[config.mk]
export PLATFORM = sky130hd
export DESIGN_NAME = alu_pipe
export DESIGN_NICKNAME = d
export VERILOG_FILES = /design/src/rtl/alu_pkg.sv /design/src/rtl/alu_mul_seq.sv /design/src/rtl/alu_pipe.sv
export SDC_FILE = /design/constraint.sdc
export NUM_CORES = 1
export LEC_CHECK = 0
export CAP_MARGIN = 20
export CORE_MARGIN = 2
export CORE_UTILIZATION = 56
export CTS_CLUSTER_SIZE = 20
export DETAILED_ROUTE_END_ITERATION = 16
export PLACE_DENSITY = 0.93
export SYNTH_ARGS = -nofsm -noshare
export SYNTH_HDL_FRONTEND = slang
export SYNTH_SLANG_ARGS = --single-unit
[constraint.sdc]
create_clock -name clk -period 4.5 [get_ports clk]
set_input_delay 0.9 -clock clk [delete_from_list [all_inputs] [get_ports clk]]
set_output_delay 0.9 -clock clk [all_outputs]
set_load 0.02 [all_outputs]
[src/rtl/alu_pkg.sv]
// Shared encodings for alu_pipe: op codes, pipeline states and the flag bundle.
package alu_pkg;

    localparam logic [2:0] OP_ADD = 3'b000;
    localparam logic [2:0] OP_SUB = 3'b001;
    localparam logic [2:0] OP_AND = 3'b010;
    localparam logic [2:0] OP_NOT = 3'b011;
    localparam logic [2:0] OP_OR  = 3'b100;
    localparam logic [2:0] OP_XOR = 3'b101;
    localparam logic [2:0] OP_LSL = 3'b110;
    localparam logic [2:0] OP_MUL = 3'b111;

    typedef enum logic [1:0] {
        ST_EMPTY = 2'd0,
        ST_FULL  = 2'd1,
        ST_MULB  = 2'd2
    } state_t;

    typedef struct packed {
        logic z;
        logic n;
        logic c;
        logic v;
    } flags_t;

    // Flags describing out == 0 after reset.
    localparam flags_t FLAGS_RESET = '{z: 1'b1, n: 1'b0, c: 1'b0, v: 1'b0};

endpackage

[src/rtl/alu_mul_seq.sv]
// Shift-add multiplier, one partial product per cycle, low WIDTH bits kept.
// Only compiled when ALU_PIPE_MUL_EN is defined.
`ifdef ALU_PIPE_MUL_EN
module alu_mul_seq #(
    parameter int WIDTH = 16
) (
    input  logic             clk,
    input  logic             reset_n,
    input  logic             start,
    input  logic [WIDTH-1:0] a,
    input  logic [WIDTH-1:0] b,
    output logic             done,
    output logic [WIDTH-1:0] product
);
    localparam int CW = $clog2(WIDTH + 1);

    logic [WIDTH-1:0] mcand_reg;
    logic [WIDTH-1:0] mplier_reg;
    logic [WIDTH-1:0] acc_reg;
    logic [CW-1:0]    count_reg;
    logic             busy_reg;

    // product already includes the current step so done can hand it off on the last cycle.
    assign product = acc_reg + (mplier_reg[0] ? mcand_reg : '0);
    assign done    = busy_reg && (count_reg == CW'(WIDTH - 1));

    always_ff @(posedge clk) begin
        if (!reset_n) begin
            mcand_reg  <= '0;
            mplier_reg <= '0;
            acc_reg    <= '0;
            count_reg  <= '0;
            busy_reg   <= 1'b0;
        end else if (start) begin
            mcand_reg  <= a;
            mplier_reg <= b;
            acc_reg    <= '0;
            count_reg  <= '0;
            busy_reg   <= 1'b1;
        end else if (busy_reg) begin
            acc_reg    <= product;
            mcand_reg  <= mcand_reg << 1;
            mplier_reg <= mplier_reg >> 1;
            count_reg  <= count_reg + CW'(1);
            if (done) begin
                busy_reg <= 1'b0;
            end
        end
    end

endmodule
`endif

[src/rtl/alu_pipe.sv]
// Registered ALU with valid/ready on both sides and Z/N/C/V flags.
// Define ALU_PIPE_MUL_EN to make op 111 a WIDTH-cycle shift-add multiply.
module alu_pipe
    import alu_pkg::*;
#(
    parameter int WIDTH = 16,
    parameter int SHW   = $clog2(WIDTH)
) (
    input  logic             clk,
    input  logic             reset_n,
    input  logic             in_valid,
    output logic             in_ready,
    input  logic [WIDTH-1:0] Ain,
    input  logic [WIDTH-1:0] Bin,
    input  logic [2:0]       ALUop,
    output logic             out_valid,
    input  logic             out_ready,
    output logic [WIDTH-1:0] out,
    output logic             Z,
    output logic             N,
    output logic             C,
    output logic             V
);
    state_t           state_reg, state_next;
    logic [WIDTH-1:0] out_reg, out_next;
    flags_t           flags_reg, flags_next;

    logic [WIDTH:0]   add_wide, sub_wide;
    logic [WIDTH-1:0] res;
    logic             res_c, res_v;
    logic             accept;

`ifdef ALU_PIPE_MUL_EN
    logic             mul_start;
    logic             mul_done;
    logic [WIDTH-1:0] mul_product;

    alu_mul_seq #(.WIDTH(WIDTH)) u_mul (
        .clk     (clk),
        .reset_n (reset_n),
        .start   (mul_start),
        .a       (Ain),
        .b       (Bin),
        .done    (mul_done),
        .product (mul_product)
    );
`endif

    // Single-cycle op decode; carry and overflow come from the WIDTH+1 bit sums.
    always_comb begin
        add_wide = {1'b0, Ain} + {1'b0, Bin};
        sub_wide = {1'b0, Ain} + {1'b0, ~Bin} + {{WIDTH{1'b0}}, 1'b1};
        res      = '0;
        res_c    = 1'b0;
        res_v    = 1'b0;
        case (ALUop)
            OP_ADD: begin
                res   = add_wide[WIDTH-1:0];
                res_c = add_wide[WIDTH];
                res_v = (Ain[WIDTH-1] == Bin[WIDTH-1]) && (add_wide[WIDTH-1] != Ain[WIDTH-1]);
            end
            OP_SUB: begin
                res   = sub_wide[WIDTH-1:0];
                res_c = sub_wide[WIDTH];
                res_v = (Ain[WIDTH-1] != Bin[WIDTH-1]) && (sub_wide[WIDTH-1] != Ain[WIDTH-1]);
            end
            OP_AND:  res = Ain & Bin;
            OP_NOT:  res = ~Bin;
            OP_OR:   res = Ain | Bin;
            OP_XOR:  res = Ain ^ Bin;
            OP_LSL:  res = Ain << Bin[SHW-1:0];
            default: res = '0;
        endcase
    end

    always_comb begin
        state_next = state_reg;
        out_next   = out_reg;
        flags_next = flags_reg;
        in_ready   = (state_reg == ST_EMPTY) || ((state_reg == ST_FULL) && out_ready);
        out_valid  = (state_reg == ST_FULL);
        accept     = in_valid && in_ready;
`ifdef ALU_PIPE_MUL_EN
        mul_start  = 1'b0;
`endif
        if (accept) begin
`ifdef ALU_PIPE_MUL_EN
            if (ALUop == OP_MUL) begin
                state_next = ST_MULB;
                mul_start  = 1'b1;
            end else begin
                state_next = ST_FULL;
                out_next   = res;
                flags_next = '{z: (res == '0), n: res[WIDTH-1], c: res_c, v: res_v};
            end
`else
            state_next = ST_FULL;
            out_next   = res;
            flags_next = '{z: (res == '0), n: res[WIDTH-1], c: res_c, v: res_v};
`endif
        end else if ((state_reg == ST_FULL) && out_ready) begin
            state_next = ST_EMPTY;
        end
`ifdef ALU_PIPE_MUL_EN
        if ((state_reg == ST_MULB) && mul_done) begin
            state_next = ST_FULL;
            out_next   = mul_product;
            flags_next = '{z: (mul_product == '0), n: mul_product[WIDTH-1], c: 1'b0, v: 1'b0};
        end
`endif
    end

    always_ff @(posedge clk) begin
        if (!reset_n) begin
            state_reg <= ST_EMPTY;
            out_reg   <= '0;
            flags_reg <= FLAGS_RESET;
        end else begin
            state_reg <= state_next;
            out_reg   <= out_next;
            flags_reg <= flags_next;
        end
    end

    assign out = out_reg;
    assign Z   = flags_reg.z;
    assign N   = flags_reg.n;
    assign C   = flags_reg.c;
    assign V   = flags_reg.v;

endmodule

After elaboration in Yosys (flattened, before gate mapping)
Index checks and enable logic that the tools add are counted.
{"block": "totals", "regBits": 21}
{"block": "op_classes", "shifts": 1, "mux": 5, "bitwise_logic": 4, "eq_ne": 10, "addsub": 3, "n_reduce_logical": 9}
{"op": "one-hot mux 16 bit (7 select lines)", "count": 1}
{"op": "adder 16 x 16 -> 17 bit", "count": 2}
{"op": "adder 17 x 1 -> 17 bit (second input constant)", "count": 1}
{"op": "bitwise AND 16 bit", "count": 1}
{"op": "zero test 16 bit", "count": 1}
{"op": "inverter 16 bit", "count": 1}
{"op": "bitwise OR 16 bit", "count": 1}
{"op": "left shift 16 x 4 -> 16 bit", "count": 1}
{"op": "XOR 16 bit", "count": 1}
{"op": "equality test 3 bit (second input constant)", "count": 3}
{"op": "equality test 3 x 2 -> 1 bit (second input constant)", "count": 2}
{"op": "logical AND 1 bit", "count": 4}
{"op": "one-hot mux 1 bit (2 select lines)", "count": 2}
{"op": "equality test 3 x 1 -> 1 bit (second input constant)", "count": 1}
{"op": "zero test 3 bit", "count": 1}
{"op": "inequality test 1 bit", "count": 3}
{"op": "zero test 2 bit", "count": 1}
{"op": "2-to-1 mux 1 bit", "count": 2}
{"op": "nonzero test 2 bit", "count": 1}
{"op": "equality test 1 bit", "count": 1}
{"op": "logical OR 1 bit", "count": 1}

Logic depth before layout (Yosys ltp)
{"block": "logic_depth", "word_depth": 6, "mapped_depth": 14, "depth_no_buf": 13}

Worst setup path after synthesis
OpenSTA, ideal clock, no wires.
{"block": "synth_timing", "kind": "input to register", "startpoint": "input port Bin[1]", "endpoint": "register flags_reg, in the netlist Z", "t_arrival_ns": 3.646, "n_path_buf": 3, "path_stages": 14, "required_ns": 4.440, "setup_slack_ns": 0.795, "cell_sequence": "buf_4 -> buf_6 -> buf_2 -> inv_1 -> ha_1 -> a211o_1 -> nand3_1 -> a31o_2 -> o221a_1 -> o41a_1 -> a2bb2oi_1 -> mux2i_1 -> nor3_1 -> a41o_1"}
{"block": "synth_between", "elab_chain_cells": 5, "word_cells_on_any_way": 10, "cone_classes": "3 x add/sub; 1 x shift; 1 x mux; 4 x bitwise; 1 x reduce/logical"}
{"item": "from (decl)", "line": "alu_pipe.sv:14", "rtl": "input logic [WIDTH-1:0] Bin,"}
{"item": "inverter 16 bit", "line": "alu_pipe.sv:52, alu_pipe.sv:68"}
{"item": "adder 16 x 16 -> 17 bit", "line": "alu_pipe.sv:52", "rtl": "sub_wide = {1'b0, Ain} + {1'b0, ~Bin} + {{WIDTH{1'b0}}, 1'b1};"}
{"item": "adder 17 x 1 -> 17 bit", "line": "alu_pipe.sv:52"}
{"item": "one-hot mux 16 bit (7 select lines) (*)", "line": "alu_pipe.sv:56", "rtl": "case (ALUop)"}
{"item": "zero test 16 bit (*)", "line": "alu_pipe.sv:99", "rtl": "flags_next = '{z: (res == '0), n: res[WIDTH-1], c: res_c, v: res_v};"}
{"item": "to (signal assigned)", "line": "alu_pipe.sv:121", "rtl": "flags_reg <= flags_next;"}
{"item": "to (decl)", "line": "alu_pipe.sv:26", "rtl": "flags_t flags_reg, flags_next;"}
Every way passes the cells marked *; elsewhere a longest branch is shown, timed or not.
A chain may end at the register's enable or synchronous reset.

Final worst setup path
Ends and elaborated chain as after synthesis.

==> impl_table.tex <==
\begin{tabular}{lr}
\hline
Metric & Value \\
\hline
\multicolumn{2}{l}{\textbf{Cells and area}} \\
\quad Layout net count & 679 \\
\quad Synth-to-layout area growth & 19.4\% \\
\quad Ratio of cells with drive above 1 in the final layout & 0.0733 \\
\quad Number of flip-flops under the largest register name & 16 \\
\quad Finished Cell Area & 4710 um2 \\
\quad Diode insertion count for antenna repair & 0 \\
\quad Fraction of the core area covered by cells at the end of the flow & 0.694 \\
\quad Filler-free cell count of the finished design & 683 \\
\multicolumn{2}{l}{\textbf{STA}} \\
\quad Measured slew at the worst slew-check pin & 1010 ps \\
\quad Final count of pins violating max slew & 0 \\
\quad Final hold viol count & 0 \\
\quad Setup repair after global routing missed its margin & false \\
\quad Clock skew after layout & 5.42 ps \\
\quad Maximum clock rate & 0.242 GHz \\
\quad Final critical-path required period & 4130 ps \\
\quad Total setup violations reported at the end of the flow & 0 \\
\quad Remaining max-slew budget at the tightest pin & 0.328 \\
\quad Accumulated negative setup slack & 0 ps \\
\quad Final period utilization & 0.918 \\
\multicolumn{2}{l}{\textbf{Synthesis}} \\
\quad Number of flip-flops and latches in the synthesized netlist & 20 \\
\quad Proportion of netlist area held by the largest area contributor & 0.159 \\
\quad Net count of the mapped netlist & 629 \\
\quad Syn Inst Count & 538 \\
\quad Number of warnings printed during yosys synthesis & 0 \\
\quad Post-Synthesis Cell Area & 3950 um2 \\
\quad Share of the synthesized netlist area taken by xor and xnor gates & 0.0222 \\
\quad Count of cell types in the netlist & 72 \\
\quad Share of flip-flops with an asynchronous set or reset & 0 \\
\quad Mean instance size in the synthesized netlist & 7.34 um2 \\
\quad Multiplexer share of the synthesized area & 0.105 \\
\quad Synth Area in Simple Gates & 0.203 \\
\quad Top cells by area in the synthesized netlist & sky130\_fd\_sc\_hd\_\_ha\_1, sky130\_fd\_sc\_hd\_\_dfxtp\_1, sky130\_fd\_sc\_hd\_\_nor2\_1 \\
\quad Register area share after synthesis & 0.101 \\
\quad Leading register cell type out of synthesis & sky130\_fd\_sc\_hd\_\_dfxtp\_1 \\
\quad Post-synth EDFFs & 0 \\
\quad Adder-cell area share of the yosys netlist & 0.169 \\
\quad Largest family of logic cells by synthesized area & compound AO/OA/AOI/OAI gates \\
\quad Cell taking the most area after synthesis & sky130\_fd\_sc\_hd\_\_ha\_1 \\
\quad Compound-gate portion of the synthesized area & 0.305 \\
\multicolumn{2}{l}{\textbf{Floorplanning}} \\
\quad Number of rows created at floorplan & 30 \\
\quad Die outline area & 7730 um2 \\
\quad Area of the core & 6790 um2 \\
\quad Initial cell density of the core & 0.581 \\
\quad Total I/O pin count & 61 \\
\quad Die span in y & 87.9 um \\
\quad Die boundary width & 87.9 um \\
\multicolumn{2}{l}{\textbf{GRT}} \\
\quad Number of global-route vias before repair & 4320 \\
\quad Overall track demand over capacity in global routing & 0.349 \\
\quad Antenna violations before repair & 0 \\
\quad Met3 global-route usage & 0.0745 \\
\quad Maximum number of pins on one net before global-route repair & 30 \\
\quad M1 GR Usage & 0.435 \\
\quad Wire length of the first global-routing pass & 21500 um \\
\quad Busiest layer in global routing & met2 \\
\quad GR Util met2 & 0.568 \\
\quad Overall overflow remaining after global route & 0 \\
\multicolumn{2}{l}{\textbf{Drt}} \\
\quad Final ANT Viol Nets & 0 \\
\quad DRC violations left & 0 \\
\quad Mean routed wirelength per cell & 19.9 um \\
\quad Total wirelength of the detailed-routed design & 13600 um \\
\quad First-pass DRT Iterations & 8 \\
\quad Via-per-instance ratio & 6.99 \\
\quad Number of violations reported at the end of detailed-routing iteration 0 & 718 \\
\quad Vias post-DR & 4772 \\
\multicolumn{2}{l}{\textbf{Clock tree}} \\
\quad Clock latency reported for the late side of the worst-skew pair & 260 ps \\
\quad Number of instances resized during post-cts repair & 0 \\
\quad CTS Hold Bufs & 0 \\
\quad Setup fix buffers added after clock tree synthesis & 0 \\
\quad CTS sink count & 20 \\
\quad Worst-case clock buffer depth & 2 \\
\quad CTS H-Tree Depth & 1 \\
\quad Num CTS Buffers & 3 \\
\quad TritonCTS clock tree & yes \\
\quad Buffer cell driving the clock tree root & sky130\_fd\_sc\_hd\_\_clkbuf\_8 \\
\quad Clock-pin slew of the registers on the worst-case setup and hold paths & 70 ps \\
\multicolumn{2}{l}{\textbf{Setup path}} \\
\quad Top fanout value on the critical path & 25 \\
\quad Kind of end point of the critical path & register \\
\quad Element type at the critical path start & primary input \\
\quad Critical path data arrival time & 4340 ps \\
\quad Crit path from & Bin[1] \\
\quad Startpoint-to-endpoint class of the critical path & primary input to register \\
\quad Worst Path Required & 4710 ps \\
\quad Critical R2R Launch & state\_reg[0]\$\_SDFFE\_PN0P\_ \\
\multicolumn{2}{l}{\textbf{Status}} \\
\quad Status & finished, final reports clean \\
\multicolumn{2}{l}{\textbf{Hold path}} \\
\quad Type of the worst min-delay path & register to register \\
\quad Hold Startpoint & C\$\_SDFFE\_PN0P\_ \\
\multicolumn{2}{l}{\textbf{Power}} \\
\quad Total power divided by cell area & 188 nW/um2 \\
\quad Reported leakage power & 2.05 nW \\
\quad IR Drop Worst-Case VDD & 109 uV \\
\multicolumn{2}{l}{\textbf{Run}} \\
\quad Max\_cap viols & 0 \\
\multicolumn{2}{l}{\textbf{Placement}} \\
\quad Placed cell area & 4660 um2 \\
\quad Number of placed instances, taps included & 679 \\
\quad Buffers added on ports & 60 \\
\quad HPWL Detailed & 10600 um \\
\quad Placer's final routability congestion estimate & 1.09 \\
\hline
\end{tabular}
[area by class of cell]
type / instances / area, um2
Tap cell: 96 / 120
Fill cell: 519 / 2080
Timing Repair Buffer: 81 / 758
Inverter: 55 / 206
Sequential cell: 20 / 400
Clock buffer: 4 / 55.1
Multi-Input combinational cell: 427 / 3170
[cells in the final DEF, fill, tap and decap left out, types with 5 or more instances in the layout]
cell type	n
sky130_fd_sc_hd__nor2b_1	10
sky130_fd_sc_hd__nand3_1	8
sky130_fd_sc_hd__a211o_1	5
sky130_fd_sc_hd__inv_1	51
sky130_fd_sc_hd__o21ai_0	20
sky130_fd_sc_hd__mux2i_1	21
sky130_fd_sc_hd__o22ai_1	14
sky130_fd_sc_hd__nor2_1	57
sky130_fd_sc_hd__dfxtp_1	20
sky130_fd_sc_hd__nor3_1	15
sky130_fd_sc_hd__nand2_1	35
sky130_fd_sc_hd__nand2b_1	7
sky130_fd_sc_hd__ha_1	50
sky130_fd_sc_hd__a21oi_1	25
sky130_fd_sc_hd__clkdlybuf4s50_1	60
sky130_fd_sc_hd__or3_1	7
sky130_fd_sc_hd__o221ai_1	11
sky130_fd_sc_hd__mux4_2	7
sky130_fd_sc_hd__a221oi_1	7
sky130_fd_sc_hd__buf_4	21
sky130_fd_sc_hd__nand4_1	5
sky130_fd_sc_hd__o211ai_1	10
sky130_fd_sc_hd__a211oi_1	20
sky130_fd_sc_hd__a31oi_1	7
sky130_fd_sc_hd__xnor2_1	8
[worst max-delay path, stage by stage]
cell	delay, ps
sky130_fd_sc_hd__clkdlybuf4s50_1	470
sky130_fd_sc_hd__buf_4	340
sky130_fd_sc_hd__mux2i_1	410
sky130_fd_sc_hd__nand2_1	120
sky130_fd_sc_hd__a31oi_1	370
sky130_fd_sc_hd__o221ai_1	190
sky130_fd_sc_hd__a211oi_1	520
sky130_fd_sc_hd__nand4_1	180
sky130_fd_sc_hd__nor4b_1	420
sky130_fd_sc_hd__and4_1	250
sky130_fd_sc_hd__a41o_1	160
[synth_stat cells (all sizes together), types with 3 or more instances]
library cell / instances
a211o: 5
o21ai: 24
mux4: 7
buf: 18
or3: 7
a211oi: 20
xnor2: 8
nand4: 5
mux2i: 21
o211ai: 10
nand2: 35
nor4: 3
a31oi: 7
nor3: 15
o22ai: 14
o221ai: 11
nor2: 57
a2bb2oi: 4
nand2b: 7
a221o: 3
or2: 3
nand3: 8
a21oi: 26
o311ai: 3
inv: 55
dfxtp: 20
ha: 50
nor2b: 10
mux2: 4
a21o: 4
o221a: 3
a22oi: 4
a221oi: 7
clkbuf: 18
[report_power, final]
| part | total [mW] | leakage [nW] | internal [mW] | switching (mW) |
|---|---|---|---|---|
| logic | 0.546 | 1.85 | 0.226 | 0.320 |
| clock network | 0.137 | 0.0288 | 0.0780 | 0.0589 |
| registers | 0.201 | 0.166 | 0.192 | 0.00874 |
| total | 0.884 | 2.05 | 0.496 | 0.388 |
[path summary, 6_finish.rpt]
kind | endpoint | slack [ps] | depth (start not counted)
max | Z$_SDFFE_PN1P_ | 370 | 11
min | C$_SDFFE_PN0P_ | 480 | 2
max reg2reg | Z$_SDFFE_PN1P_ | 2090 | 9
min reg2reg | C$_SDFFE_PN0P_ | 480 | 2
[through the flow]
stage	hold slack, ps	setup WS [ps]	power (mW)
3_5_place_dp	475	213	0.726
5_1_grt	503	220	0.926
6_report	482	368	0.884
4_1_cts	486	494	0.863
2_1_floorplan	530	795	0.546
3_3_place_gp	447	353	0.706
[routing by layer]
| layer | routed length (um) | share of wire |
|---|---|---|
| met5 | 0 | 0 |
| met4 | 980 | 0.072 |
| met3 | 1760 | 0.13 |
| met2 | 6060 | 0.45 |
| met1 | 4790 | 0.35 |
[kinds of logic (layout without fill, tap and decap cells)]
family,after synthesis,count (layout)
compound gates,168,168
buf+inv,91,140
simple gates,165,165
mux,32,32
fa+ha+maj,52,52
xor+xnor,10,10
flops,20,20
Power figures use the tool's default switching activity.
